`config.mk`:
```
export PLATFORM = sky130hd
export DESIGN_NAME = memory_initiator
export DESIGN_NICKNAME = d
export VERILOG_FILES = /design/src/rtl/my_pkg.sv /design/src/rtl/memory_initiator.sv
export SDC_FILE = /design/constraint.sdc
export NUM_CORES = 1
export LEC_CHECK = 0
export BUFFER_PORTS_ARGS = -buffer_cell sky130_fd_sc_hd__buf_4
export CAP_MARGIN = 0
export CORE_MARGIN = 2
export CORE_UTILIZATION = 48
export DETAILED_ROUTE_END_ITERATION = 6
export PLACE_DENSITY_LB_ADDON = 0.1
export REMOVE_ABC_BUFFERS = 1
export SLEW_MARGIN = 20
export SYNTH_ARGS = -nofsm -noshare
export SYNTH_HDL_FRONTEND = slang
export SYNTH_SLANG_ARGS = --single-unit
```
`constraint.sdc`:
```
create_clock -name clk -period 2.1 [get_ports clk]
set_clock_uncertainty 0.1 [all_clocks]
set_input_delay 0.21 -clock clk [delete_from_list [all_inputs] [get_ports clk]]
set_output_delay 0.21 -clock clk [all_outputs]
set_load 0.02 [all_outputs]
```
`src/rtl/my_pkg.sv`:
```
// Shared constants and state encoding for the memory initiator.
package my_pkg;

    localparam int DATA_WIDTH       = 32;
    localparam int MAX_READ_LATENCY = 4;
    localparam int LAT_CNT_W        = $clog2(MAX_READ_LATENCY);

    typedef enum logic [1:0] {
        IDLE,
        ISSUE,
        WAIT,
        RESP
    } mem_init_state_e;

endpackage

```
`src/rtl/memory_initiator.sv`:
```
// Single-transaction bus initiator driving the memory unit's pins.
// Optional feature: define WRITE_ACK_EN to make writes return a response echoing the written data.
module memory_initiator #(
    parameter int DATA_WIDTH   = my_pkg::DATA_WIDTH,
    parameter int READ_LATENCY = 1
) (
    input  logic                  clk,
    input  logic                  rst_n,
    input  logic                  req_valid_i,
    output logic                  req_ready_o,
    input  logic                  req_write_i,
    input  logic [DATA_WIDTH-1:0] req_addr_i,
    input  logic [DATA_WIDTH-1:0] req_wdata_i,
    output logic                  rsp_valid_o,
    input  logic                  rsp_ready_i,
    output logic [DATA_WIDTH-1:0] rsp_rdata_o,
    output logic                  mem_we_o,
    output logic [DATA_WIDTH-1:0] mem_wd_o,
    output logic [DATA_WIDTH-1:0] mem_addr_o,
    input  logic [DATA_WIDTH-1:0] mem_rd_i
);

    import my_pkg::*;

    localparam int LAT_LOAD_INT = (READ_LATENCY > 1) ? READ_LATENCY - 2 : 0;
    localparam logic [LAT_CNT_W-1:0] LAT_LOAD = LAT_CNT_W'(LAT_LOAD_INT);

    mem_init_state_e       state_q, state_d;
    logic                  write_q, write_d;
    logic [LAT_CNT_W-1:0]  latCnt_q, latCnt_d;
    logic                  memWe_q, memWe_d;
    logic [DATA_WIDTH-1:0] memWd_q, memWd_d;
    logic [DATA_WIDTH-1:0] memAddr_q, memAddr_d;
    logic                  rspValid_q, rspValid_d;
    logic [DATA_WIDTH-1:0] rspRdata_q, rspRdata_d;

    // The memory address/data registers double as the request latch, so the
    // pins carry the request from the cycle after acceptance onward.
    always_comb begin
        state_d    = state_q;
        write_d    = write_q;
        latCnt_d   = latCnt_q;
        memWe_d    = 1'b0;
        memWd_d    = memWd_q;
        memAddr_d  = memAddr_q;
        rspValid_d = rspValid_q;
        rspRdata_d = rspRdata_q;

        case (state_q)
            IDLE: begin
                if (req_valid_i) begin
                    write_d   = req_write_i;
                    memAddr_d = req_addr_i;
                    if (req_write_i) begin
                        memWe_d = 1'b1;
                        memWd_d = req_wdata_i;
                    end
                    state_d = ISSUE;
                end
            end
            ISSUE: begin
                if (write_q) begin
`ifdef WRITE_ACK_EN
                    rspValid_d = 1'b1;
                    rspRdata_d = memWd_q;
                    state_d    = RESP;
`else
                    state_d    = IDLE;
`endif
                end else if (READ_LATENCY == 1) begin
                    rspValid_d = 1'b1;
                    rspRdata_d = mem_rd_i;
                    state_d    = RESP;
                end else begin
                    latCnt_d = LAT_LOAD;
                    state_d  = WAIT;
                end
            end
            WAIT: begin
                if (latCnt_q == '0) begin
                    rspValid_d = 1'b1;
                    rspRdata_d = mem_rd_i;
                    state_d    = RESP;
                end else begin
                    latCnt_d = latCnt_q - 1'b1;
                end
            end
            RESP: begin
                if (rsp_ready_i) begin
                    rspValid_d = 1'b0;
                    state_d    = IDLE;
                end
            end
            default: state_d = IDLE;
        endcase
    end

    always_ff @(posedge clk or negedge rst_n) begin
        if (!rst_n) begin
            state_q    <= IDLE;
            write_q    <= 1'b0;
            latCnt_q   <= '0;
            memWe_q    <= 1'b0;
            memWd_q    <= '0;
            memAddr_q  <= '0;
            rspValid_q <= 1'b0;
            rspRdata_q <= '0;
        end else begin
            state_q    <= state_d;
            write_q    <= write_d;
            latCnt_q   <= latCnt_d;
            memWe_q    <= memWe_d;
            memWd_q    <= memWd_d;
            memAddr_q  <= memAddr_d;
            rspValid_q <= rspValid_d;
            rspRdata_q <= rspRdata_d;
        end
    end

    // Ready is gated by reset so nothing can be accepted while held in reset.
    assign req_ready_o = rst_n && (state_q == IDLE);
    assign rsp_valid_o = rspValid_q;
    assign rsp_rdata_o = rspRdata_q;
    assign mem_we_o    = memWe_q;
    assign mem_wd_o    = memWd_q;
    assign mem_addr_o  = memAddr_q;

endmodule

```
==> run_results.csv <==
group,metric,value,unit
pwr,p_leak,3.22,nW
routing,drtIter0Drc,242,
setup_path,critPathRequiredTime,1.79,ns
synth,netlist_top_cells_count,"103 x dfrtp_1, 65 x nor3_1, 36 x mux2_2, 34 x nor2b_1",
floorplanning,core,9820,µm²
synth,netlist_top_cells_area,"dfrtp_1 53%, mux2_2 8.3%, mux2_1 6.7%",
clocking,numClockSinks,103,
placed_design,place_congestion,0.771,
timing,period_needed,1.93,ns
cells_and_area,final_area,7360,µm²
worst_hold_path,hold_class,"in -> reg",
synth,synth_top_area_share,0.530,
clocking,cts_buffers,9,
timing,holdWs,0.0856,ns
placed_design,hpwl,8470,µm
synth,synth-seq-cells,103,
clocking,cts_max_path_buffers,2,
synth,yosys.area_share.simple,0.125,
setup_path,crit_type,"reg -> out",
synth,synthArstFlopShare,1.00,
setup_path,end_kind,"output port",
setup_path,start_kind,"register",
synth,avgSynthCellArea,11.5,µm²
cells_and_area,areaGrowthSynthToFinish,51.3,%
cells_and_area,fin_nets,774,
timing,worst_pin_slew,0.599,ns
synth,synth_top_area_cell,"dfrtp_1",
grt,grtUsageTotal,0.262,
routing,vias,4345,
routing,wl,14200,µm
cells_and_area,nFillCells,645,
floorplanning,die_y,105,µm
timing,min_period_over_period,0.918,
synth,synth_edf_count,0,
floorplanning,rows,36,
synth,synth_xor_area_frac,0.00180,
clocking,clock-root-buffer,"clkbuf_8",
synth,synth_top_family_by_area,"multiplexers",
synth,ys_seq_area_frac,0.530,
clocking,clk_pin_slew,0.10,ns
floorplanning,dieArea,11000,µm²
placed_design,placed_cell_area,6470,µm²
routing,avgRoutedWirePerCell,17.5,µm
setup_path,worstPathArrival,1.62,ns
pwr,total_power,10.9,mW
grt,overflow,0,
timing,fmax,0.519,GHz
synth,yosys.area_share.adder,0.00257,
synth,synth_area,4870,µm²
routing,vias_per_cell,5.36,
synth,ys_types,27,
floorplanning,start_util,0.496,
floorplanning,die_w,105,µm
timing,finalSetupViolCount,0,
synth,syn_inst,424,
synth,synthFlopType,"dfrtp_1",
grt,grt_pass1_wl,22900,µm
routing,antenna_left,0,
synth,synth_mux_area_frac,0.150,
routing,drc,0,
grt,antenna_found_initial,0,
pwr,irDropWorstVdd,958,µV
grt,grt_pass1_vias,4448,
setup_path,crit_fanout,136,
timing,rsz0062_at_grt,"no",
synth,yosysWarnings,0,
synth,synth.most_common_cell,"dfrtp_1",
timing,report.final.slew_viol_count,0,
synth,synth_compound_area_frac,0.146,
clocking,clock_latency,0.37,ns
placed_design,io_buffers,199,
timing,relSlewSlack,0.601,
clocking,ctsResizeCount,0,
pwr,powerDensity,1480,nW/µm²
grt,grt_max_degree,137,
clocking,cts_tree,"built",
status,status,"finished clean",
timing,finalHoldViolations,0,
routing,dr.pass1.iters,5,
cells_and_area,drive_above_1_share,0.396,
clocking,cts_max_level,3,
floorplanning,io_pins,200,
job,timing.max_cap.violations,0,
[metrics by stage]
stage	TNS (ns)	cells	utilization	worst slack, ns
floorplan	-149.18	382	-	-2.20
global placement	0	727	0.659	0.384
detailed placement	0	727	0.659	0.362
CTS	0	810	0.749	0.192
global route	0	810	0.749	0.0598
finish	0	811	0.750	0.172
[cell families after synthesis]
kind of cell	after synthesis
multiplexers	65
XOR/XNOR	1
AND/OR/NAND/NOR	109
AO/OA/AOI/OAI	101
adder cells (fa/ha/maj)	1
flip-flops	103
buffers and inverters	44
[metal layers]
layer	wire, µm	track usage	vias to the layer above
li1	-	-	2053
met3	760	0.0437	29
met5	0	0	-
met4	405	0.114	0
met2	7360	0.457	149
met1	5640	0.320	2114
[flip-flops by register name, indices dropped and copies added, names as in the netlist]
signal and flops:
latCnt_q 2, mem_addr_o 32, rsp_rdata_o 32, write_q 1, mem_wd_o 32, mem_we_o 1, state_q 2, rsp_valid_o 1
[cells in the final DEF, fill, tap and decap left out, drive strengths merged, types with 2 or more instances in the layout]
cell type / netlist / routed
a31oi: 2 / 2
nor2b: 34 / 34
nor3: 65 / 65
o22ai: 32 / 32
clkbuf: 18 / 11
a211oi: 32 / 32
buf: 24 / 212
o21a: 32 / 32
dlygate4sd3: 0 / 67
mux2: 65 / 65
nor2: 2 / 2
dfrtp: 103 / 103
inv: 2 / 4
nor3b: 2 / 2
nand2b: 3 / 3
[critical path, cell delays in order (launching register included)]
cell and delay [ns]:
dfrtp_4 0.51, buf_12 0.24, nor3b_1 0.26, buf_4 0.17
[path summary, 6_finish.rpt]
check	from	to	slack [ns]	cells after the start
setup / recovery	state_q[1]	req_ready_o	0.17	3
hold / removal	mem_rd_i[0]	rsp_rdata_o[0]	0.09	3
setup reg to reg	state_q[1]	latCnt_q[1]	0.31	4
hold reg to reg	mem_wd_o[10]	mem_wd_o[10]	0.39	1
max in group asynchronous	rst_n	state_q[1]	1.03	3
min in group asynchronous	rst_n	rsp_rdata_o[15]	0.33	3
[power by group]
| part | switching [mW] | internal [mW] | leakage [nW] |
|---|---|---|---|
| clock network | 0.728 | 0.628 | 0.108 |
| logic | 3.16 | 2.72 | 1.91 |
| registers | 0.705 | 2.95 | 1.20 |
| total | 4.59 | 6.30 | 3.22 |
[layout make-up]
cell class	count	area, µm²	share of cell area
multi-input combinational	277	2080	0.282
sequential	103	2580	0.351
antenna	1	2.50	0.000340
tap	133	166	0.0226
clock inverter	5	62.6	0.00850
clock buffer	11	151	0.0206
inverter	2	7.51	0.00102
timing repair buffer	279	2310	0.314
[what timing repair did]
item                                   4_1_cts  5_1_grt
setup endpoints to repair                    0        0
setup buffers                                0        0
hold buffers                                67        0
endpoints found under the hold margin      169        0
(Power assumes the default switching activity.)
